`src/rtl/mc_control_fsm_pkg.sv`:
```
// Shared definitions for the multi-cycle MIPS control unit: state encoding,
// instruction field constants, ALU codes and datapath mux encodings.
package mips_ctrl_pkg;

  typedef enum logic [3:0] {
    ST_IDLE,
    ST_FETCH,
    ST_DECODE,
    ST_EXEC_R,
    ST_R_WB,
    ST_MEM_ADDR,
    ST_MEM_READ,
    ST_MEM_WB,
    ST_MEM_WRITE,
    ST_BRANCH,
    ST_JUMP,
    ST_EXEC_I,
    ST_I_WB,
    ST_HALT
  } state_t;

  // Operation class handed to the ALU decoder; selects where alu_op comes from.
  typedef enum logic [1:0] {
    CLS_ADDR,    // address / increment arithmetic, always ADD
    CLS_BRANCH,  // equality compare, always SUB
    CLS_RTYPE,   // decoded from funct
    CLS_ITYPE    // decoded from opcode
  } alu_class_t;

  localparam logic [5:0] OP_R    = 6'h00;
  localparam logic [5:0] OP_LW   = 6'h23;
  localparam logic [5:0] OP_SW   = 6'h2B;
  localparam logic [5:0] OP_BEQ  = 6'h04;
  localparam logic [5:0] OP_J    = 6'h02;
  localparam logic [5:0] OP_ADDI = 6'h08;
  localparam logic [5:0] OP_ANDI = 6'h0C;
  localparam logic [5:0] OP_ORI  = 6'h0D;
  localparam logic [5:0] OP_SLTI = 6'h0A;

  localparam logic [5:0] FN_ADD = 6'h20;
  localparam logic [5:0] FN_SUB = 6'h22;
  localparam logic [5:0] FN_AND = 6'h24;
  localparam logic [5:0] FN_OR  = 6'h25;
  localparam logic [5:0] FN_SLT = 6'h2A;

  localparam logic [2:0] ALU_ADD = 3'b000;
  localparam logic [2:0] ALU_SUB = 3'b001;
  localparam logic [2:0] ALU_AND = 3'b010;
  localparam logic [2:0] ALU_OR  = 3'b011;
  localparam logic [2:0] ALU_SLT = 3'b100;

  localparam logic [1:0] SRCB_B    = 2'b00;
  localparam logic [1:0] SRCB_FOUR = 2'b01;
  localparam logic [1:0] SRCB_SIMM = 2'b10;
  localparam logic [1:0] SRCB_ZIMM = 2'b11;

  localparam logic [1:0] PCSRC_ALU    = 2'b00;
  localparam logic [1:0] PCSRC_ALUOUT = 2'b01;
  localparam logic [1:0] PCSRC_JUMP   = 2'b10;

  // Logical immediates are zero-extended; arithmetic ones are sign-extended.
  function automatic logic uses_zext(input logic [5:0] op);
    return (op == OP_ANDI) || (op == OP_ORI);
  endfunction

endpackage

```
`src/rtl/mc_control_fsm_if.sv`:
```
// Control bundle between the control FSM (master) and the datapath (slave).
interface mc_control_fsm_if #(
  parameter int unsigned cw = 32
);
  logic [5:0]    opcode;
  logic [5:0]    funct;
  logic          zero;
  logic          mem_ready;
  logic          pc_en;
  logic          iord;
  logic          mem_read;
  logic          mem_write;
  logic          ir_write;
  logic          reg_dst;
  logic          mem_to_reg;
  logic          reg_write;
  logic          alu_src_a;
  logic [1:0]    alu_src_b;
  logic [2:0]    alu_op;
  logic [1:0]    pc_source;
  logic          illegal;
  logic [cw-1:0] retired;

  modport master (
    input  opcode, funct, zero, mem_ready,
    output pc_en, iord, mem_read, mem_write, ir_write, reg_dst, mem_to_reg,
           reg_write, alu_src_a, alu_src_b, alu_op, pc_source, illegal, retired
  );

  modport slave (
    output opcode, funct, zero, mem_ready,
    input  pc_en, iord, mem_read, mem_write, ir_write, reg_dst, mem_to_reg,
           reg_write, alu_src_a, alu_src_b, alu_op, pc_source, illegal, retired
  );
endinterface

```
`src/rtl/mc_control_fsm_alu_decode.sv`:
```
// ALU function decoder: maps operation class plus IR fields to an ALU code
// and flags funct/opcode values the ALU does not support.
module alu_decode
  import mips_ctrl_pkg::*;
(
  input  alu_class_t  alu_class,
  input  logic [5:0]  opcode,
  input  logic [5:0]  funct,
  output logic [2:0]  alu_op,
  output logic        valid
);

  // Select the ALU function for the requested class
  always_comb begin
    alu_op = ALU_ADD;
    valid  = 1'b1;
    case (alu_class)
      CLS_ADDR:   alu_op = ALU_ADD;
      CLS_BRANCH: alu_op = ALU_SUB;
      CLS_RTYPE: begin
        case (funct)
          FN_ADD:  alu_op = ALU_ADD;
          FN_SUB:  alu_op = ALU_SUB;
          FN_AND:  alu_op = ALU_AND;
          FN_OR:   alu_op = ALU_OR;
          FN_SLT:  alu_op = ALU_SLT;
          default: valid  = 1'b0;
        endcase
      end
      CLS_ITYPE: begin
        case (opcode)
          OP_ADDI: alu_op = ALU_ADD;
          OP_ANDI: alu_op = ALU_AND;
          OP_ORI:  alu_op = ALU_OR;
          OP_SLTI: alu_op = ALU_SLT;
          default: valid  = 1'b0;
        endcase
      end
      default: valid = 1'b0;
    endcase
  end

endmodule

```
`src/rtl/mc_control_fsm.sv`:
```
// Multi-cycle MIPS main control: Moore FSM sequencing fetch/decode/execute/
// memory/write-back, with sticky illegal-instruction flag and retire counter.
module mc_control_fsm
  import mips_ctrl_pkg::*;
#(
  parameter int unsigned cw = 32
) (
  input  logic               clk,
  input  logic               rst,
  mc_control_fsm_if.master   bus
);

  state_t        state;
  state_t        state_next;
  alu_class_t    alu_class;
  logic [2:0]    dec_alu_op;
  logic          dec_valid;
  logic          retire;
  logic          illegal_q;
  logic [cw-1:0] retired_q;

  logic          pc_en;
  logic          iord;
  logic          mem_read;
  logic          mem_write;
  logic          ir_write;
  logic          reg_dst;
  logic          mem_to_reg;
  logic          reg_write;
  logic          alu_src_a;
  logic [1:0]    alu_src_b;
  logic [2:0]    alu_op;
  logic [1:0]    pc_source;

  assign alu_class = (state == ST_EXEC_R) ? CLS_RTYPE  :
                     (state == ST_EXEC_I) ? CLS_ITYPE  :
                     (state == ST_BRANCH) ? CLS_BRANCH : CLS_ADDR;

  alu_decode u_alu_decode (
    .alu_class (alu_class),
    .opcode    (bus.opcode),
    .funct     (bus.funct),
    .alu_op    (dec_alu_op),
    .valid     (dec_valid)
  );

  // State register; reset aborts any instruction in flight
  always_ff @(posedge clk or posedge rst) begin
    if (rst) state <= ST_IDLE;
    else     state <= state_next;
  end

  // Next-state sequencing and opcode dispatch
  always_comb begin
    state_next = state;
    case (state)
      ST_IDLE:   state_next = ST_FETCH;
      ST_FETCH:  if (bus.mem_ready) state_next = ST_DECODE;
      ST_DECODE: begin
        case (bus.opcode)
          OP_R:                             state_next = ST_EXEC_R;
          OP_LW, OP_SW:                     state_next = ST_MEM_ADDR;
          OP_BEQ:                           state_next = ST_BRANCH;
          OP_J:                             state_next = ST_JUMP;
          OP_ADDI, OP_ANDI, OP_ORI, OP_SLTI: state_next = ST_EXEC_I;
          default:                          state_next = ST_HALT;
        endcase
      end
      ST_EXEC_R:    state_next = dec_valid ? ST_R_WB : ST_HALT;
      ST_R_WB:      state_next = ST_FETCH;
      ST_MEM_ADDR:  state_next = (bus.opcode == OP_LW) ? ST_MEM_READ : ST_MEM_WRITE;
      ST_MEM_READ:  if (bus.mem_ready) state_next = ST_MEM_WB;
      ST_MEM_WB:    state_next = ST_FETCH;
      ST_MEM_WRITE: if (bus.mem_ready) state_next = ST_FETCH;
      ST_BRANCH:    state_next = ST_FETCH;
      ST_JUMP:      state_next = ST_FETCH;
      ST_EXEC_I:    state_next = ST_I_WB;
      ST_I_WB:      state_next = ST_FETCH;
      ST_HALT:      state_next = ST_HALT;
      default:      state_next = ST_IDLE;
    endcase
  end

  // Datapath controls from the current state, gated only by mem_ready/zero
  always_comb begin
    pc_en      = 1'b0;
    iord       = 1'b0;
    mem_read   = 1'b0;
    mem_write  = 1'b0;
    ir_write   = 1'b0;
    reg_dst    = 1'b0;
    mem_to_reg = 1'b0;
    reg_write  = 1'b0;
    alu_src_a  = 1'b0;
    alu_src_b  = SRCB_B;
    alu_op     = ALU_ADD;
    pc_source  = PCSRC_ALU;
    retire     = 1'b0;
    case (state)
      ST_FETCH: begin
        mem_read  = 1'b1;
        alu_src_b = SRCB_FOUR;
        alu_op    = dec_alu_op;
        ir_write  = bus.mem_ready;
        pc_en     = bus.mem_ready;
      end
      ST_DECODE: begin
        alu_src_b = SRCB_SIMM;
        alu_op    = dec_alu_op;
      end
      ST_EXEC_R: begin
        alu_src_a = 1'b1;
        alu_op    = dec_alu_op;
      end
      ST_R_WB: begin
        reg_dst   = 1'b1;
        reg_write = 1'b1;
        retire    = 1'b1;
      end
      ST_MEM_ADDR: begin
        alu_src_a = 1'b1;
        alu_src_b = SRCB_SIMM;
        alu_op    = dec_alu_op;
      end
      ST_MEM_READ: begin
        mem_read = 1'b1;
        iord     = 1'b1;
      end
      ST_MEM_WB: begin
        mem_to_reg = 1'b1;
        reg_write  = 1'b1;
        retire     = 1'b1;
      end
      ST_MEM_WRITE: begin
        mem_write = 1'b1;
        iord      = 1'b1;
        retire    = bus.mem_ready;
      end
      ST_BRANCH: begin
        alu_src_a = 1'b1;
        alu_op    = dec_alu_op;
        pc_source = PCSRC_ALUOUT;
        pc_en     = bus.zero;
        retire    = 1'b1;
      end
      ST_JUMP: begin
        pc_source = PCSRC_JUMP;
        pc_en     = 1'b1;
        retire    = 1'b1;
      end
      ST_EXEC_I: begin
        alu_src_a = 1'b1;
        alu_src_b = uses_zext(bus.opcode) ? SRCB_ZIMM : SRCB_SIMM;
        alu_op    = dec_alu_op;
      end
      ST_I_WB: begin
        reg_write = 1'b1;
        retire    = 1'b1;
      end
      default: ;
    endcase
  end

  // Sticky illegal flag (HALT is only reachable on a bad decode) and retire count
  always_ff @(posedge clk or posedge rst) begin
    if (rst) begin
      illegal_q <= 1'b0;
      retired_q <= '0;
    end else begin
      if (state_next == ST_HALT) illegal_q <= 1'b1;
      if (retire) retired_q <= retired_q + cw'(1);
    end
  end

  assign bus.pc_en      = pc_en;
  assign bus.iord       = iord;
  assign bus.mem_read   = mem_read;
  assign bus.mem_write  = mem_write;
  assign bus.ir_write   = ir_write;
  assign bus.reg_dst    = reg_dst;
  assign bus.mem_to_reg = mem_to_reg;
  assign bus.reg_write  = reg_write;
  assign bus.alu_src_a  = alu_src_a;
  assign bus.alu_src_b  = alu_src_b;
  assign bus.alu_op     = alu_op;
  assign bus.pc_source  = pc_source;
  assign bus.illegal    = illegal_q;
  assign bus.retired    = retired_q;

endmodule

```
`src/flat_wrapper.sv`:
```
// flat-port wrapper written by rule: the top's interface ports become plain ports
module mc_control_fsm_flat import mips_ctrl_pkg::*;
#(
  parameter int unsigned cw = 32
)
  (clk, rst, bus_opcode, bus_funct, bus_zero, bus_mem_ready, bus_pc_en, bus_iord, bus_mem_read, bus_mem_write, bus_ir_write, bus_reg_dst, bus_mem_to_reg, bus_reg_write, bus_alu_src_a, bus_alu_src_b, bus_alu_op, bus_pc_source, bus_illegal, bus_retired);
  mc_control_fsm_if #(.cw(cw)) bus_i ();
  input  logic clk;
  input  logic rst;
  input wire logic [$bits(bus_i.opcode)-1:0] bus_opcode;
  input wire logic [$bits(bus_i.funct)-1:0] bus_funct;
  input wire logic [$bits(bus_i.zero)-1:0] bus_zero;
  input wire logic [$bits(bus_i.mem_ready)-1:0] bus_mem_ready;
  output wire logic [$bits(bus_i.pc_en)-1:0] bus_pc_en;
  output wire logic [$bits(bus_i.iord)-1:0] bus_iord;
  output wire logic [$bits(bus_i.mem_read)-1:0] bus_mem_read;
  output wire logic [$bits(bus_i.mem_write)-1:0] bus_mem_write;
  output wire logic [$bits(bus_i.ir_write)-1:0] bus_ir_write;
  output wire logic [$bits(bus_i.reg_dst)-1:0] bus_reg_dst;
  output wire logic [$bits(bus_i.mem_to_reg)-1:0] bus_mem_to_reg;
  output wire logic [$bits(bus_i.reg_write)-1:0] bus_reg_write;
  output wire logic [$bits(bus_i.alu_src_a)-1:0] bus_alu_src_a;
  output wire logic [$bits(bus_i.alu_src_b)-1:0] bus_alu_src_b;
  output wire logic [$bits(bus_i.alu_op)-1:0] bus_alu_op;
  output wire logic [$bits(bus_i.pc_source)-1:0] bus_pc_source;
  output wire logic [$bits(bus_i.illegal)-1:0] bus_illegal;
  output wire logic [$bits(bus_i.retired)-1:0] bus_retired;
  assign bus_i.opcode = bus_opcode;
  assign bus_i.funct = bus_funct;
  assign bus_i.zero = bus_zero;
  assign bus_i.mem_ready = bus_mem_ready;
  assign bus_pc_en = bus_i.pc_en;
  assign bus_iord = bus_i.iord;
  assign bus_mem_read = bus_i.mem_read;
  assign bus_mem_write = bus_i.mem_write;
  assign bus_ir_write = bus_i.ir_write;
  assign bus_reg_dst = bus_i.reg_dst;
  assign bus_mem_to_reg = bus_i.mem_to_reg;
  assign bus_reg_write = bus_i.reg_write;
  assign bus_alu_src_a = bus_i.alu_src_a;
  assign bus_alu_src_b = bus_i.alu_src_b;
  assign bus_alu_op = bus_i.alu_op;
  assign bus_pc_source = bus_i.pc_source;
  assign bus_illegal = bus_i.illegal;
  assign bus_retired = bus_i.retired;
  mc_control_fsm #(.cw(cw)) u_core (.clk(clk), .rst(rst), .bus(bus_i));
endmodule
```
`config.mk`:
```
export PLATFORM = sky130hd
export DESIGN_NAME = mc_control_fsm_flat
export DESIGN_NICKNAME = d
export VERILOG_FILES = /design/src/rtl/mc_control_fsm_pkg.sv /design/src/rtl/mc_control_fsm_if.sv /design/src/rtl/mc_control_fsm_alu_decode.sv /design/src/rtl/mc_control_fsm.sv /design/src/flat_wrapper.sv
export SDC_FILE = /design/constraint.sdc
export NUM_CORES = 1
export LEC_CHECK = 0
export ABC_AREA = 1
export CAP_MARGIN = 0
export CORE_MARGIN = 10
export CORE_UTILIZATION = 50
export DETAILED_ROUTE_END_ITERATION = 12
export PLACE_DENSITY = 0.8
export SLEW_MARGIN = 20
export SYNTH_ARGS = -nofsm -noshare
export SYNTH_HDL_FRONTEND = slang
export SYNTH_SLANG_ARGS = --single-unit
```
`constraint.sdc`:
```
create_clock -name clk -period 2.6 [get_ports clk]
set_input_delay 0.78 -clock clk [delete_from_list [all_inputs] [get_ports clk]]
set_output_delay 0.78 -clock clk [all_outputs]
set_load 0.01 [all_outputs]
```
[Word level (Yosys, flattened, before mapping)]
Cells that the tools add are included.
Widths: inputs -> output; s select.
Cells by class
  $add $sub $neg: 1
  multiplexer cells: 30
  reduce and logical (&&, ||, !) cells: 15
  equality and inequality tests: 30
Operators by type and width (number)
  $eq 6x6->1 const B: 7
  $pmux 4 s9: 1
  $add 32x1->32 const B: 1
  $eq 4x4->1 const B: 7
  $eq 6x4->1 const B: 4
  $pmux 3 s4: 2
  $mux 4: 5
  $pmux 4 s5: 1
  $eq 4x3->1 const B: 4
  $mux 1: 12
  $reduce_or 6->1: 2
  $reduce_or 5->1: 2
  $pmux 3 s3: 1
  $eq 4x2->1 const B: 2
  $reduce_or 2->1: 4
  $reduce_or 4->1: 2
  $eq 6x2->1 const B: 1
  $eq 6x3->1 const B: 1
  $logic_not 6->1: 1
  $pmux 2 s3: 1
  $eq 2x2->1 const B: 2
  $eq 4x1->1 const B: 1
  $logic_not 4->1: 1
  $mux 2: 2
  8 further kinds: 9
Word-level totals
  logic and storage cells: 79
  output and inout bits: 49
  input port bits: 16
  flip-flop bits (word level): 37

[Depth between registers and ports, before layout]
  word-level depth: 9
  depth in mapped cells: 11
  mapped depth without buffers: 10

[Cells and area by module]
From an unflattened synthesis, not the netlist that was laid out.
Unflattened totals
  cell total of the unflattened synthesis: 421
  area, all modules: 2693.8 um^2
By module, submodules not included
  mc_control_fsm: instances 1, cells an instance 375, area an instance 2484.9 um^2, sequential area each 925.9 um^2
  alu_decode: instances 1, cells an instance 46, area an instance 209.0 um^2, sequential area each 0.0 um^2

[Worst setup path before layout]
OpenSTA, ideal clock, no wires.
  path kind: in2out
  start: input port bus_opcode[5]
  end: output port bus_alu_op[0]
  cell stages on the path: 7
  arrival: 1577 ps
  buffers on the path: 0
  slack: 243 ps
  data required time: 1820 ps
  cells stage by stage: nor2_1 nand3_1 nor2_1 inv_1 o21ai_0 o21ai_0 inv_1
Between the ends
  longest elaborated chain between the ends: 4
  elaborated cells between the ends (all ways): 6
  those cells by class: 3 x eq/ne; 3 x mux
RTL lines
  start: declaration: RTL line flat_wrapper.sv:10  | input wire logic [$bits(bus_i.opcode)-1:0] bus_opcode;
  $eq 6x4->1: RTL line mc_control_fsm_alu_decode.sv:31  | case (opcode)
  $pmux 3 s3 (*): RTL line mc_control_fsm_alu_decode.sv:31
  $pmux 3 s4 (*): RTL line mc_control_fsm_alu_decode.sv:17  | case (alu_class)
  $mux 3 (*): RTL line mc_control_fsm.sv:99  | case (state)
  end: declaration: RTL line flat_wrapper.sv:24  | output wire logic [$bits(bus_i.alu_op)-1:0] bus_alu_op;
Every way passes the cells marked *; elsewhere a longest branch is shown, timed or not.

[Final worst setup path]
  start: input port bus_opcode[2]
  end: register u_core.illegal_q (netlist: u_core.bus.illegal)
Between the ends
  longest elaborated chain between the ends: 7
  elaborated cells between the ends (all ways): 18
  those cells by class: 9 x eq/ne; 6 x mux; 3 x reduce/logical
RTL lines
  $eq 6x4->1: RTL line mc_control_fsm_alu_decode.sv:31, mc_control_fsm.sv:60
  $reduce_or 4->1 (no line)
  $mux 1: RTL line mc_control_fsm_alu_decode.sv:31
  $pmux 1 s2: RTL line mc_control_fsm_alu_decode.sv:17
  $mux 4: RTL line mc_control_fsm.sv:69  | ST_EXEC_R: state_next = dec_valid ? ST_R_WB : ST_HALT;
  $pmux 4 s9 (*): RTL line mc_control_fsm.sv:56  | case (state)
  net u_core.state_next[3]: RTL line mc_control_fsm.sv:14  | state_t state_next;
  $eq 4x4->1 (*): RTL line mc_control_fsm.sv:170  | if (state_next == ST_HALT) illegal_q <= 1'b1;
  end signal: assignment: RTL line mc_control_fsm.sv:167  | illegal_q <= 1'b0;
  end signal: assignment: RTL line mc_control_fsm.sv:170
  end: declaration: RTL line mc_control_fsm.sv:19  | logic illegal_q;
Mark *: on every way through the listed nets, which the timed path passes. The rest lies on a longest branch.
A chain may end at the register's enable or synchronous reset.

==> out/summary.md <==
Power
- clock share of power: 14.7%
- Pwr per Cell Area: 707.4 nW/um^2
- Pwr Total: 2742 uW
- Peak VDD IR: 0.0005806 V
- switching pwr: 1242 uW
- part of the total power dissipated in sequential elements: 30.7%
- Gate power share: 54.6%
- net switching fraction of the power: 45.29%
- Leakage Power: 0.001907 uW
- Internal Dissipation: 1500 uW

Global routing
- leftover overflow at the end of global routing: 0
- initial antenna violation count: 0
- maximum number of pins on one net before global-route repair: 38
- combined global-route utilization of all metal layers: 20.23%
- vias in the first global route: 3,107
- first-pass GRT wire length: 14,540 um

Timing
- setup violators final: 0
- Slew Viols, Final: 0
- hold violation total from the final report: 0
- post-route minimum period: 2.563 ns
- RSZ-0062 raised after global routing: true
- transition time at the pin with the least slew margin: 0.5392 ns
- relative slew slack: 63.78%
- fin crit share: 98.57%
- timing-limited maximum frequency: 0.3902 GHz
- largest clock skew in the final design: 0.005810 ns
- worst-case setup margin in the final layout: 0.03724 ns

Setup path
- flop2flop setup slack: 0.67 ns
- Slowest cell on crit path: sky130_fd_sc_hd__dlygate4sd2_1
- maximum fanout count along the critical path: 3
- Setup crit start kind: input pin
- critical path buffer and inverter count: 11
- data required time of the critical path: 2.82 ns
- startpoint of the most critical register-to-register path: u_core.bus.retired[0]
- kind of capture point of the worst setup path: flip-flop
- most used cell, CP: sky130_fd_sc_hd__buf_4
- kind of cell adding the most delay to the critical path: buffers and inverters
- crit path DAT: 2.79 ns
- worst-path cell chain: dlygate4sd2_1, nand3_2, buf_6, buf_4, buf_4, buf_4, buf_4, buf_4, buf_4, buf_4, buf_4, nand2_4, inv_2, o21ai_2, nand2_1, nand2_2, nand3_2, nand2_1
- stage delay of the slowest cell on the critical path: 0.26 ns
- worst setup path category: in -> reg
- length in cells of the worst reg-to-reg path: 10
- end of the worst register-to-register path: u_core.bus.retired[28]

Drt
- DR WL/cell: 14.59 um
- iteration-0 DRC count of the detailed router: 209
- aggregate routed wire length: 9072 um
- DRC: 0
- DRT Pass-1 Iters: 4
- Via Count: 3,199
- Detail Route Antenna Nets: 0
- average via count per standard cell: 5.143

Place
- gp weighted congestion: 0.9491
- placed cell count: 594
- IO Port Bufs: 64
- worst slack, placed: -0.6712 ns
- dpl hpwl: 6564 um
- post-place instance area: 3577 sq um

Layout
- antenna diode count: 0
- Final Instance Count excl. Fillers: 622
- final cell area excluding filler cells: 3876 sq um
- combined area of the multi-input logic cells: 1622 sq um
- layout cells sized above 1: 19.38%
- Final #Nets: 569
- area taken by flip-flops and latches: 927.1 sq um
- Fill cells: 446
- area growth from synthesis to final layout: 42.37%

Synthesis
- ys flop type: sky130_fd_sc_hd__dfrtp_1
- warnings from Yosys: 0
- synthesized netlist net count: 460
- most frequent cell after synthesis: sky130_fd_sc_hd__nand2_1
- count of unique library cells instantiated by Yosys: 27
- top cells by count, synth: sky130_fd_sc_hd__nand2_1, sky130_fd_sc_hd__nor2_1, sky130_fd_sc_hd__inv_1, sky130_fd_sc_hd__dfrtp_1, sky130_fd_sc_hd__nand3_1
- share of the synthesized area in the top cell type: 34.01%
- asr flop ratio synth: 100.0%
- Cell Area, Synth: 2723 sq um
- cell count after synthesis: 443
- average cell area after synthesis: 6.146 sq um
- number of synthesized register bits: 37
- Synth area leader: sky130_fd_sc_hd__dfrtp_1
- cell types with the largest area share after synthesis: sky130_fd_sc_hd__dfrtp_1, sky130_fd_sc_hd__nand2_1, sky130_fd_sc_hd__nor2_1
- share of the yosys chip area belonging to registers: 34.01%
- EDFF count, synth: 0

Hold path
- min-delay src: u_core.bus.illegal
- Worst Hold End: u_core.bus.illegal
- count of cells along the worst hold path: 2
- class of the tightest hold or removal check: reg -> reg

Clock tree
- Root Buffer: sky130_fd_sc_hd__clkbuf_8
- TritonCTS Buffers: 5
- Clk Latency, worst-skew pair: 0.29 ns
- H-tree level count: 2
- clock tree from TritonCTS: built
- register clock-pin slew on the reported worst setup and hold paths: 0.07 ns
- number of buffers on the longest clock path: 2
- TritonCTS sink count: 37

Die
- number of top-level pins: 65
- DIE WIDTH: 93.79 um
- die height: 93.79 um
- Initial Utilization: 52.31%
- total number of placement rows: 26
- full die area: 8797 sq um
- Core Footprint: 5205 sq um

Job
- Max Cap Violations: 0

Status
- result of the run: finished clean

## flip-flops by register name (all words and copies together) (netlist names)
name / flops
u_core.bus.retired: 32
u_core.bus.illegal: 1
u_core.state: 4
## routing by layer
layer  track usage (%)  share of wire (%)
met2             34.04                 47
met4             5.063                2.5
met5                 0                  0
met1             25.61                 43
met3             4.237                7.9
## power by group through the flow
stage / registers, uW / clock network (uW) / logic (uW)
final: 841 / 403 / 1500
after global routing: 858 / 438 / 1650
after global placement: 840 / 0 / 1430
after CTS: 835 / 410 / 1430
after detailed placement: 843 / 0 / 1440
after floorplan: 865 / 0 / 787
## what timing repair did
item / 4_1_cts / 5_1_grt
buffers inserted: 17 / 4
endpoints found under the hold margin: 0 / 0
pin swaps: 10 / 16
endpoints found under the setup margin: 10 / 15
resized for setup: 51 / 41
hold buffers: 0 / 0
## final cells by class
| class | instances | area share [%] |
|---|---|---|
| Multi-Input combinational cell | 337 | 41.83 |
| Sequential cell | 37 | 23.92 |
| Timing Repair Buffer | 107 | 23.56 |
| Inverter | 64 | 6.198 |
| Tap cell | 70 | 2.260 |
| Clock buffer | 7 | 2.227 |
## how the worst max path moves through the flow
stage,start,to,cells after the start
final,bus_opcode[2],u_core.bus.illegal,18
after global routing,bus_opcode[2],u_core.bus.illegal,18
after CTS,bus_funct[4],bus_alu_op[0],9
after detailed placement,bus_opcode[3],bus_alu_op[0],10
after global placement,bus_funct[1],bus_alu_op[0],10
after floorplan,bus_opcode[5],bus_alu_op[0],7
## per-stage QoR
step                TNS (ns)  utilization [%]  hold slack [ns]
CTS                 -0.07415            73.00           0.4787
global route        -0.07226            74.47           0.5096
global placement      -2.919            68.73           0.4533
finish                     0            74.47           0.4702
floorplan                  0                -           0.4999
detailed placement    -3.088            68.73           0.4535
## cells in the final DEF, fill, tap and decap left out, types with 7 or more instances in the layout
cell type | Yosys | routed
sky130_fd_sc_hd__o21ai_0 | 12 | 9
sky130_fd_sc_hd__xor2_1 | 14 | 14
sky130_fd_sc_hd__nand3_1 | 27 | 22
sky130_fd_sc_hd__nand2_2 | 3 | 9
sky130_fd_sc_hd__nand2_1 | 164 | 157
sky130_fd_sc_hd__nor3_1 | 15 | 15
sky130_fd_sc_hd__dfrtp_1 | 37 | 36
sky130_fd_sc_hd__inv_2 | 4 | 9
sky130_fd_sc_hd__clkdlybuf4s50_1 | 0 | 41
sky130_fd_sc_hd__inv_1 | 59 | 54
sky130_fd_sc_hd__nor2_2 | 4 | 13
sky130_fd_sc_hd__dlygate4sd2_1 | 0 | 7
sky130_fd_sc_hd__nor2_1 | 66 | 56
sky130_fd_sc_hd__buf_4 | 1 | 42
sky130_fd_sc_hd__o21ai_1 | 9 | 10
## worst register-to-register path: stages (launching register included)
cell and delay (ns):
sky130_fd_sc_hd__dfrtp_1 0.52, sky130_fd_sc_hd__ha_1 0.32, sky130_fd_sc_hd__inv_1 0.10, sky130_fd_sc_hd__nor3_2 0.36, sky130_fd_sc_hd__inv_1 0.09, sky130_fd_sc_hd__nor2_1 0.15
sky130_fd_sc_hd__nand2_1 0.07, sky130_fd_sc_hd__nand2_1 0.05, sky130_fd_sc_hd__nand2_1 0.04, sky130_fd_sc_hd__nand2_1 0.04, sky130_fd_sc_hd__o21ai_1 0.06
## kinds of logic (layout without fill, tap and decap cells)
logic type	after synthesis	count (layout)	share of synthesized area (%)
xor+xnor	15	15	4.826
flops	37	37	34.01
fa+ha+maj	1	1	0.4595
simple gates	294	294	45.17
compound gates	27	27	5.285
buf+inv	69	178	10.25
No activity file was read; power rests on OpenSTA's default activity.
